[config.mk]
export PLATFORM = sky130hd
export DESIGN_NAME = morse_player
export DESIGN_NICKNAME = d
export VERILOG_FILES = /design/src/rtl/morse_pkg.sv /design/src/rtl/morse_tick_timer.sv /design/src/rtl/morse_player.sv
export SDC_FILE = /design/constraint.sdc
export NUM_CORES = 1
export LEC_CHECK = 0
export CELL_PAD_IN_SITES_DETAIL_PLACEMENT = 0
export CELL_PAD_IN_SITES_GLOBAL_PLACEMENT = 1
export CORE_UTILIZATION = 39
export DETAILED_ROUTE_END_ITERATION = 6
export PLACE_DENSITY = 0.84
export SLEW_MARGIN = 5
export SYNTH_ARGS = -nofsm -noshare
export SYNTH_HDL_FRONTEND = slang
export SYNTH_SLANG_ARGS = --single-unit
[constraint.sdc]
create_clock -name clock -period 1.95 [get_ports clock]
set_input_delay 0.2925 -clock clock [delete_from_list [all_inputs] [get_ports clock]]
set_output_delay 0.2925 -clock clock [all_outputs]
set_load 0.01 [all_outputs]
[src/rtl/morse_pkg.sv]
// Shared Morse definitions for the transmit (morse_player) and receive
// (morse_decoder / player2) paths.
//   - symbol encoding: 00 NONE, 01 DOT, 11 LINE (10 is read as NONE)
//   - word packing: five 2-bit symbols, MSB symbol first
//   - player FSM state encoding
package morse_pkg;

    localparam int MORSE_WORD_W = 10;
    localparam int MORSE_SYM_W  = 2;
    localparam int MORSE_SYMS   = MORSE_WORD_W / MORSE_SYM_W;

    localparam logic [MORSE_SYM_W-1:0] MORSE_NONE = 2'b00;
    localparam logic [MORSE_SYM_W-1:0] MORSE_DOT  = 2'b01;
    localparam logic [MORSE_SYM_W-1:0] MORSE_LINE = 2'b11;

    typedef enum logic [2:0] {
        PS_IDLE,
        PS_LOAD,
        PS_ON,
        PS_GAP,
        PS_DONE
    } player_state_t;

    // Only DOT and LINE produce a tone; NONE and the unused 10 are skipped.
    function automatic logic is_sounded(input logic [MORSE_SYM_W-1:0] sym);
        return (sym == MORSE_DOT) || (sym == MORSE_LINE);
    endfunction

endpackage

[src/rtl/morse_tick_timer.sv]
// Loadable down-counter used to time tone and gap durations.
// Ports:
//   clock, resetn : clock and asynchronous active-low reset
//   clear         : synchronous clear to 0 (highest priority)
//   load, value   : load `value` into the counter
//   zero          : counter currently holds 0
// The counter counts down by one per cycle while non-zero and parks at 0.
module morse_tick_timer #(
    parameter int CNT_W = 4
) (
    input  logic             clock,
    input  logic             resetn,
    input  logic             clear,
    input  logic             load,
    input  logic [CNT_W-1:0] value,
    output logic             zero
);

    logic [CNT_W-1:0] count;

    // NOTE: sequential state uses non-blocking assignments so every register
    // samples the pre-edge values, independent of block ordering.
    always_ff @(posedge clock or negedge resetn) begin
        if (!resetn) begin
            count <= '0;
        end else if (clear) begin
            count <= '0;
        end else if (load) begin
            count <= value;
        end else if (count != '0) begin
            count <= count - 1'b1;
        end
    end

    assign zero = (count == '0);

endmodule

[src/rtl/morse_player.sv]
// Plays a 10-bit Morse word as a timed on/off key signal.
// Ports:
//   clock, resetn : clock and asynchronous active-low reset
//   start         : play `code` (honoured only in IDLE)
//   abort         : synchronous stop, back to IDLE without `done`
//   code          : Morse word, symbols [9:8] first ... [1:0] last
//   signal_out    : 1 = tone / LED on
//   busy          : high in every state except IDLE
//   done          : one-cycle pulse when a word completes normally
//   sym_idx       : index 0..4 of the symbol being processed
// Tick parameters must each lie in 1..2**CNT_W.
module morse_player
    import morse_pkg::*;
#(
    parameter int DOT_TICKS  = 4,
    parameter int LINE_TICKS = 12,
    parameter int GAP_TICKS  = 4,
    parameter int CNT_W      = 4
) (
    input  logic                    clock,
    input  logic                    resetn,
    input  logic                    start,
    input  logic                    abort,
    input  logic [MORSE_WORD_W-1:0] code,
    output logic                    signal_out,
    output logic                    busy,
    output logic                    done,
    output logic [2:0]              sym_idx
);

    // Counter reload values: a duration of N cycles counts N-1 down to 0.
    localparam logic [CNT_W-1:0] DOT_LOAD  = CNT_W'(DOT_TICKS - 1);
    localparam logic [CNT_W-1:0] LINE_LOAD = CNT_W'(LINE_TICKS - 1);
    localparam logic [CNT_W-1:0] GAP_LOAD  = CNT_W'(GAP_TICKS - 1);
    localparam logic [2:0]       LAST_IDX  = 3'(MORSE_SYMS - 1);

    player_state_t          state, next_state;
    logic [MORSE_WORD_W-1:0] shift;
    logic [MORSE_SYM_W-1:0]  sym;
    logic                    last_sym;
    logic                    advance;
    logic                    timer_load;
    logic [CNT_W-1:0]        timer_value;
    logic                    timer_zero;

    assign sym      = shift[MORSE_WORD_W-1 -: MORSE_SYM_W];
    assign last_sym = (sym_idx == LAST_IDX);

    morse_tick_timer #(.CNT_W(CNT_W)) u_timer (
        .clock  (clock),
        .resetn (resetn),
        .clear  (abort),
        .load   (timer_load),
        .value  (timer_value),
        .zero   (timer_zero)
    );

    always_ff @(posedge clock or negedge resetn) begin
        if (!resetn) begin
            state <= PS_IDLE;
        end else begin
            state <= next_state;
        end
    end

    // NOTE: every combinational output gets a default before the case, so no
    // path leaves a signal unassigned and no latch is inferred.
    always_comb begin
        next_state = state;
        case (state)
            PS_IDLE: if (start) next_state = PS_LOAD;
            PS_LOAD: begin
                if (is_sounded(sym)) next_state = PS_ON;
                else if (last_sym)   next_state = PS_DONE;
            end
            PS_ON:   if (timer_zero) next_state = PS_GAP;
            PS_GAP: begin
                if (timer_zero) next_state = last_sym ? PS_DONE : PS_LOAD;
            end
            PS_DONE: next_state = PS_IDLE;
            default: next_state = PS_IDLE;
        endcase
        // abort wins everywhere, including over start in IDLE
        if (abort) next_state = PS_IDLE;
    end

    always_comb begin
        signal_out  = (state == PS_ON);
        busy        = (state != PS_IDLE);
        done        = (state == PS_DONE);
        timer_load  = 1'b0;
        timer_value = GAP_LOAD;
        advance     = 1'b0;
        case (state)
            PS_LOAD: begin
                timer_load  = is_sounded(sym);
                timer_value = (sym == MORSE_LINE) ? LINE_LOAD : DOT_LOAD;
                advance     = !abort && !is_sounded(sym);
            end
            PS_ON:  timer_load = timer_zero;
            PS_GAP: advance    = !abort && timer_zero;
            default: ;
        endcase
    end

    // Word shift register and symbol index. The advance past the last symbol
    // returns sym_idx to 0 so it reads 0 in DONE and IDLE.
    always_ff @(posedge clock or negedge resetn) begin
        if (!resetn) begin
            shift   <= '0;
            sym_idx <= '0;
        end else if (abort) begin
            shift   <= '0;
            sym_idx <= '0;
        end else if (state == PS_IDLE && start) begin
            shift   <= code;
            sym_idx <= '0;
        end else if (advance) begin
            shift   <= {shift[MORSE_WORD_W-MORSE_SYM_W-1:0], MORSE_NONE};
            sym_idx <= last_sym ? 3'd0 : sym_idx + 3'd1;
        end
    end

endmodule

; ---- Word-level counts from Yosys, hierarchy flattened
; Index checks and enable logic that the tools add are counted.
[totals]
regBits = 20
input_bits = 14
wordCells = 52
output_inout_bits = 6
[classes]
addsub = 2
n_reduce_logical = 13
eq_ne = 11
n_mux = 22
[op_table]
columns = op, n
row1 = 2-to-1 mux 3 bit, 11
row2 = 2-to-1 mux 10 bit, 3
row3 = 2-to-1 mux 4 bit, 5
row4 = one-hot mux 3 bit (4 select lines), 1
row5 = nonzero test 3 bit, 3
row6 = == test 3 x 2 -> 1 bit (second input constant), 2
row7 = == test 3 bit (second input constant), 2
row8 = inequality test 3 bit (second input constant), 2
row9 = logical NOT 4 bit, 1
row10 = inequality test 4 bit (second input constant), 1
row11 = one-hot mux 1 bit (2 select lines), 2
row12 = AND reduction 4 bit, 1
row13 = nonzero test 4 bit, 1
row14 = subtractor 4 x 1 -> 4 bit (second input constant), 1
row15 = adder 3 x 1 -> 3 bit (second input constant), 1
row16 = == test 3 x 1 -> 1 bit (second input constant), 1
row17 = logical AND 1 bit, 3
row18 = logical NOT 3 bit, 1
row19 = inequality test 3 x 2 -> 1 bit (second input constant), 1
row20 = == test 2 x 1 -> 1 bit (second input constant), 1
row21 = == test 2 bit (second input constant), 1
row22 = logical NOT 1 bit, 2
row23 = logical OR 1 bit, 1

; ---- Depth between registers and ports, before layout
; Gate-level depths: netlist of the first run.
[depth]
depth_word = 8
mapped_depth = 7
mapped_depth_nobuf = 6

; ---- Modules after synthesis
; A second synthesis of the first run with hierarchy kept.
[hier_totals]
hier_cells = 125
hier_area_um2 = 1172.4
[modules_own_cells]
columns = module, area_each_um2, instances, seq_area_each_um2, cells_per_inst
row1 = morse_player, 903.4, 1, 400.4, 96
row2 = morse_tick_timer, 269.0, 1, 100.1, 29

; ---- Least setup slack after synthesis of the first run
; OpenSTA, ideal clock, no wires.
[synth_timing]
path_type = flip-flop to flip-flop
start = register u_timer.count[0]
end = register state[0]
synth_period_minus_slack_ns = 1.661
path_slack_ns = 0.289
required_time_ns = 1.816
n_path_buf = 0
setup_ns = 0.134
arrival_time_ns = 1.527
stages_incl_launch_ff = 7
path_cell_list = dfrtp_1 inv_1 ha_1 or3b_2 a22o_1 a22oi_1 nor3_1
[synth_via]
elab_chain_cells = 3
word_cells_on_any_way = 4
cone_classes = eq/ne (2) / reduce/logical (2)
[synth_lines]
columns = element, line
row1 = start: declaration, morse_tick_timer.sv:19  ; logic [CNT_W-1:0] count;
row2 = start signal: assignment, morse_tick_timer.sv:29  ; count <= value;
row3 = start signal: assignment, morse_tick_timer.sv:31  ; count <= count - 1'b1;
row4 = logical NOT 4 bit (*), morse_tick_timer.sv:35  ; assign zero = (count == '0);
row5 = inequality test 3 bit (no line) or inequality test 3 x 2 -> 1 bit (tied branches), --
row6 = AND reduction 4 bit (no line) (*), --
row7 = end signal: assignment, morse_player.sv:62  ; state <= next_state;
row8 = end: declaration, morse_player.sv:37  ; player_state_t state, next_state;
; Every way passes the cells marked *; elsewhere a longest branch is shown, timed or not.
; A chain may end at the register's enable or synchronous reset.

; ---- Final worst setup path of the first run
[layout_timing]
start = register state[0]
end = output signal_out
[layout_via]
elab_chain_cells = 1
[layout_lines]
columns = element, line
row1 = == test 3 x 2 -> 1 bit, morse_player.sv:88  ; signal_out = (state == PS_ON);
row2 = end: declaration, morse_player.sv:25  ; output logic signal_out,
; Every way passes these cells.

==> results by group, run 1 <==
Outcome
  – Status: finished, final reports clean

Final layout
  – Finished Layout Cells: 171
  – Ratio of cells with drive above 1 in the final layout: between 10% and 20%
  – Layout area overhead: 28.4%
  – Antenna Cells: 0
  – Fin nets: 159
  – Post-route cell area: approximately 1400 sq um
  – Core Util, Final: a little under three fifths

Clock network
  – Longest Clk Path Bufs: 2
  – Clk pin slew, worst setup/hold paths: roughly 110 ps
  – Cts hold-fix bufs: 0
  – Htree depth: 1
  – Worst skew pair latency: roughly 300 ps
  – Clk sink count: 20
  – Clock Tree Root: clkbuf_4
  – CTS tree: built
  – CTS buffer count: 3

Synth
  – Post-Syn Area per Cell: roughly 9.6 sq um
  – Area contributors post-synth: dfrtp_1 (45%), mux2i_1 (8.1%), a211oi_1 (5.4%), nor2_1 (4.1%), nand2_1 (3.7%)
  – Warnings from Yosys: 0
  – Distinct cells, synth: 32
  – Register area share after synthesis: 45.2%
  – Syn Nets: ~130
  – Flops & latches, synth: 20
  – Share of the synthesized area in the top cell type: between 40 and 50%
  – Synth Cell Area: 1110 sq um
  – Synth Instances: between 100 and 150
  – Synth area leader: dfrtp_1

GRT
  – Vias in the first global route: approximately 900
  – GRT Util Overall: 16.0%
  – Pin count of the biggest net entering global routing: 21
  – Initial antenna violation count: 0
  – First-pass GRT wire length: about 4.0 mm
  – GRT overflow: 0

STA
  – Max-slew violation count: 0
  – Minimum clock period: 1870 ps
  – Clock Skew: a little over 3 ps
  – RSZ-0062 raised after global routing: true
  – F_max: between 500 and 600 MHz
  – Fin Setup TNS: 0 ps
  – Setup violations, final: 0
  – Final period util: 95.9%
  – Hold Vio Cnt, Final: 0
  – Least-Margin Pin Slew: around 380 ps
  – Max-slew headroom: between 70% and 80%

Route
  – Via density: approximately 5.5
  – Post-DRT Antenna Nets: 0
  – DRC: 0
  – Wire per inst: 13.3 um
  – Total vias in the final route: approximately 940
  – Final WL: approximately 2.3 mm
  – Detailed router's first-iteration violation count: 23
  – DRT Pass-1 Iters: 4

Setup path
  – Crit-path max FO: 9
  – CP Capture Type: output port
  – Worst path slowest cell: clkdlybuf4s50_1
  – Crit path max-delay family: buffers and inverters
  – Flop2flop setup slack: approximately 130 ps
  – Crit. Startpoint: state[0]$_DFFE_PN0P_
  – Critical Path Stages: 2
  – Crit path to: signal_out
  – Worst path required time: 1660 ps
  – Largest stage delay, worst path: approximately 560 ps
  – Reg2reg start: u_timer.count[0]$_DFFE_PN0P_
  – Worst Path Buf+Inv: 1
  – Worst Path Arrival: around 1600 ps
  – Reg-to-reg endpoint: sym_idx[2]$_DFFE_PN0P_
  – FF-to-FF path depth: 6
  – Crit Path Class: reg2out
  – Worst-path cell chain: nor3b_2, clkdlybuf4s50_1
  – Crit start category: flop

Floorplan
  – Chip height: approximately 55 um
  – Die X: between 50 and 60 um
  – Row count: 18
  – Die area: about 3100 sq um
  – Ports: 20
  – Core area: approximately 2600 sq um
  – Initial Util: 43.1%

Power and ir drop
  – Leakage Power: 0.641 nW
  – Worst vdd rail ir drop: roughly 0.59 mV
  – Power density over the cells: around 890 nW/um^2

Place
  – Post-DP HPWL: ~1.6 mm
  – Cells after DPL: ~160
  – RePlAce Congestion: around 0.78
  – Port bufs: 19
  – Area after DPL: ~1300 sq um

Run
  – MaxCap Viol Count: 0

Min path
  – Worst Hold Class: in2async
[repair_timing]
item | 4_1_cts | 5_1_grt
buffers inserted | 0 | 2
gates cloned | 0 | 1
endpoints found under the setup margin | 2 | 9
pin swaps | 0 | 1
gates resized for setup | 2 | 5
[cells in the mapped netlist]
master      n
nand3b_1    1
o21ai_4     1
inv_1       5
ha_1        3
mux2i_1     9
nor4_1      1
and2_1      1
nor2b_1     1
nor3b_1     3
and3b_1     1
a21oi_1     7
dfrtp_1    20
buf_4       1
o21ai_0     4
a22o_1      1
a22oi_1     2
nand2b_1    2
and2b_1     1
or3_2       1
clkbuf_1    1
buf_1       1
o2bb2ai_1   1
nand3_1     4
a211oi_1    8
buf_2       2
or3b_2      2
and4bb_1    1
nor3_1      5
a32oi_1     1
nor2_1     12
nand2_1    11
buf_8       1
[per-layer routing]
metal	vias to the layer above	track usage (%)	wire (um)
met1	459	21.2	1080
met5	-	0	0
met3	2	5.15	84
li1	465	-	-
met4	0	2.14	10
met2	16	26.3	1110
[where the power goes]
part	switching (mW)	leakage, nW	internal [mW]
registers	0.0613	0.264	0.478
clock network	0.129	0.0210	0.114
logic	0.242	0.356	0.233
total	0.433	0.641	0.826
[layout make-up]
class	count	area [sq um]
inverter	5	18.8
tap	30	37.5
clock buffer	4	36.3
sequential	20	503
multi-input combinational	85	574
timing repair buffer	27	250
fill	244	1150
[cells in the final DEF, fill, tap and decap left out, types with 2 or more instances in the layout]
cell             synthesis  layout
dfrtp_2                  0       2
a21oi_1                  7       7
a211oi_1                 8       8
nor2_1                  12      12
nor3_1                   5       4
a22oi_1                  2       2
clkdlybuf4s50_1          0      19
o21ai_0                  4       4
inv_1                    5       5
buf_4                    1       8
nand3_1                  4       4
clkbuf_4                 0       3
ha_1                     3       2
nand2_1                 11      11
nor3b_1                  3       2
nand2b_1                 2       2
or3b_2                   2       2
dfrtp_1                 20      18
mux2i_1                  9       9
[metrics by stage]
| step | power, mW | worst slack (ps) | hold WS, ps |
|---|---|---|---|
| floorplan | 0.864 | 289 | -3.09 |
| global placement | 0.980 | 176 | 527 |
| detailed placement | 0.986 | 130 | 529 |
| CTS | 1.23 | 13.2 | 326 |
| global route | 1.35 | -8.87 | 313 |
| finish | 1.26 | 80.1 | 317 |
[flip-flops by register name, summed over array words and instances (netlist names)]
register	cells
shift	10
state	3
sym_idx	3
u_timer.count	4
[logic make-up (layout without fill, tap and decap cells)]
kind of cell	Yosys count	in the layout	share of synthesized area (%)
fa+ha+maj	3	3	3.39
compound gates	25	26	15.6
flops	20	20	45.2
mux	9	9	8.15
simple gates	47	47	22.3
buf+inv	11	36	5.32
[worst min path at each step]
stage,end,slack (ps),cells past startpoint
after floorplan,shift[0]$_DFFE_PN0P_,-3,0
after global placement,shift[1]$_DFFE_PN0P_,530,2
after detailed placement,shift[0]$_DFFE_PN0P_,530,2
after CTS,sym_idx[1]$_DFFE_PN0P_,330,2
after global routing,shift[4]$_DFFE_PN0P_,310,2
final,sym_idx[1]$_DFFE_PN0P_,320,2
Power figures use the tool's default switching activity.
==> run 2, diff against run 1 <==
--- a/config.mk
+++ b/config.mk
@@ -7,6 +7,7 @@
 export LEC_CHECK = 0
 export CELL_PAD_IN_SITES_DETAIL_PLACEMENT = 0
 export CELL_PAD_IN_SITES_GLOBAL_PLACEMENT = 1
+export CORE_MARGIN = 10
 export CORE_UTILIZATION = 39
 export DETAILED_ROUTE_END_ITERATION = 6
 export PLACE_DENSITY = 0.84
==> run 2 against run 1 <==
Via count increased by 0.42%. Routed wire length increased by 10%. Fmax about the same. First-iteration DRC count increased to 3.6 times the previous value. Design area increased by 2.6%. Sequential power decreased by 0.7%. Non-clock buffer count increased by 4.
==> results by group, run 2 (same netlist as run 1, synthesis figures left out) <==
STA
  – Minimum clock period: 1870 ps (+1.27 ps)
  – Worst hold slack: 293 ps (-23.5 ps)
  – Setup violations, final: 0 (unchanged)
  – Max-slew headroom: 69.9% (-4.5 points)
  – Final period util: 96.0% (about the same)
  – Clock Skew: 15.1 ps (+12.1 ps)
  – Max-slew violation count: 0 (unchanged)
  – Hold Vio Cnt, Final: 0 (unchanged)
  – F_max: 534 MHz (about the same)
  – Least-Margin Pin Slew: 450 ps (+67.1 ps)
  – RSZ-0062 raised after global routing: false
  – Fin Setup TNS: 0 ps (unchanged)

GRT
  – GRT Util Overall: 9.08% (-7.0 points)
  – Vias in the first global route: 832 (-7.7%)
  – GRT overflow: 0 (unchanged)
  – Pin count of the biggest net entering global routing: 21 (unchanged)
  – Initial antenna violation count: 0 (unchanged)
  – First-pass GRT wire length: 3.91 mm (-1.4%)

Floorplan
  – Die X: 73.3 um (+33%)
  – Row count: 19 (+1)
  – Ports: 20 (unchanged)
  – Die area: 5370 sq um (+76%)
  – Core area: 2730 sq um (+6.5%)
  – Chip height: 73.3 um (+33%)
  – Initial Util: 40.5% (-2.6 points)

Min path
  – Worst Hold Class: in2async

Setup path
  – Crit Path Class: reg2out
  – Crit start category: flop
  – Flop2flop setup slack: 130 ps (about the same)
  – Worst path required time: 1660 ps (about the same)
  – Crit-path max FO: 5 (-4)
  – Reg2reg start: u_timer.count[0]$_DFFE_PN0P_
  – Worst Path Arrival: 1580 ps (about the same)
  – CP Capture Type: output port
  – FF-to-FF path depth: 6 (unchanged)
  – Reg-to-reg endpoint: sym_idx[2]$_DFFE_PN0P_

Route
  – Detailed router's first-iteration violation count: 82 (+260%)
  – Via density: 5.38 (-2.4%)
  – DRC: 0 (unchanged)
  – Post-DRT Antenna Nets: 0 (unchanged)
  – Total vias in the final route: 946 (+0.42%)
  – DRT Pass-1 Iters: 4 (unchanged)
  – Wire per inst: 14.3 um (+7.0%)
  – Final WL: 2.51 mm (+10%)

Clock network
  – Clk sink count: 20 (unchanged)
  – Clk pin slew, worst setup/hold paths: 120 ps (about the same)
  – Clock Tree Root: clkbuf_4
  – Cts hold-fix bufs: 0 (unchanged)
  – CTS buffer count: 3 (unchanged)
  – Worst skew pair latency: 310 ps (about the same)
  – Longest Clk Path Bufs: 2 (unchanged)
  – CTS tree: built
  – Htree depth: 1 (unchanged)

Place
  – Post-DP HPWL: 1.80 mm (+14%)
  – Port bufs: 19 (unchanged)
  – RePlAce Congestion: 0.789 (+0.82%)
  – Area after DPL: 1340 sq um (about the same)
  – Cells after DPL: 165 (+0.61%)

Final layout
  – Area of the multi-input gates: 569 sq um (-0.87%)
  – Fin nets: 163 (+2.5%)
  – FILL cells: 245 (+0.41%)
  – Leading cell type in the layout, fill and taps excluded: dfrtp_1
  – Finished Layout Cells: 176 (+2.9%)
  – Antenna Cells: 0 (unchanged)
  – Most frequent cells in the layout: dfrtp_1 (18), clkdlybuf4s50_1 (17), nor2_1 (12)
  – Layout area overhead: 31.7%
  – Sequential standard cell area: 503 sq um (unchanged)
  – Top flop regs: shift: 10 flops, u_timer.count: 4 flops
  – Ratio of cells with drive above 1 in the final layout: 17.9% (+1.6 points)
  – Post-route cell area: 1460 sq um (+2.6%)
  – Max reg flops: 10 (unchanged)
  – Biggest register: shift

Power and ir drop
  – Power density over the cells: 882 nW/um^2 (-0.49%)
  – Worst vdd rail ir drop: 0.515 mV (-13%)
  – Pwr Total: 1.28 mW (+2.1%)
  – Leakage Power: 0.672 nW (+4.8%)

Run
  – MaxCap Viol Count: 0 (unchanged)

Outcome
  – Status: finished, final reports clean
## run 2: cell types whose count changed in the layout (fill, tap and decap cells not counted)
cell / previous run / this run
buf_4: 8 / 11
buf_12: 0 / 1
nor3b_1: 2 / 3
nor3b_2: 1 / 0
dlygate4sd2_1: 0 / 2
clkdlybuf4s50_1: 19 / 17
## run 2: final cells by class
cell class	count	share of cell area [%]
clock buffers	4	2.49
inverters	5	1.29
well taps	31	2.66
multi-input cells	85	39.1
flip-flops and latches	20	34.5
repair buffers	31	19.9
## run 2: metal layers
layer	global-route usage [%]	part of all wire, %
met1	11.6	48
met2	13.8	46
met3	2.42	4.6
met4	4.43	1.9
met5	0	0
## run 2: worst max path at each step
stage | start | endpoint | slack (ps) | cells after the start
after detailed placement | u_timer.count[0]$_DFFE_PN0P_ | shift[3]$_DFFE_PN0P_ | 120 | 6
after global routing | state[1]$_DFFE_PN0P_ | busy | 6 | 3
final | state[0]$_DFFE_PN0P_ | busy | 80 | 3
after global placement | u_timer.count[0]$_DFFE_PN0P_ | sym_idx[2]$_DFFE_PN0P_ | 190 | 6
after CTS | state[0]$_DFFE_PN0P_ | busy | 30 | 3
after floorplan | u_timer.count[0]$_DFFE_PN0P_ | state[0]$_DFFE_PN0P_ | 290 | 6
## run 2: per-stage QoR
step / setup WS [ps] / util [%]
finish: 78.8 / 53.3
global route: 5.57 / 53.3
CTS: 26.0 / 50.8
detailed placement: 122 / 49.0
global placement: 185 / 49.0
floorplan: 289 / -
## run 2: what timing repair did
action | in CTS | in global routing
gates cloned | 0 | 1
hold endpoints to repair | 0 | 0
setup endpoints to repair | 3 | 5
buffers inserted | 0 | 6
gates resized for setup | 6 | 2
pin swaps | 0 | 2
## run 2: report_power, final
group          internal, mW  switching (mW)  leakage [nW]  total (mW)
logic                 0.253           0.249         0.387       0.502
clock network         0.114           0.133        0.0210       0.247
registers             0.479          0.0569         0.264       0.536
## run 2: critical path, cell delays in order, from the launching register on
cell and delay, ps:
dfrtp_2 470, nor3_4 250, inv_1 70, clkdlybuf4s50_1 480
==> run 3, diff against run 2 <==
--- a/config.mk
+++ b/config.mk
@@ -11,7 +11,7 @@
 export CORE_UTILIZATION = 39
 export DETAILED_ROUTE_END_ITERATION = 6
 export PLACE_DENSITY = 0.84
-export SLEW_MARGIN = 5
+export SLEW_MARGIN = 10
 export SYNTH_ARGS = -nofsm -noshare
 export SYNTH_HDL_FRONTEND = slang
 export SYNTH_SLANG_ARGS = --single-unit
==> results of run 3 <==
No change in the layout: final DEF, timing and power equal those of run 2.
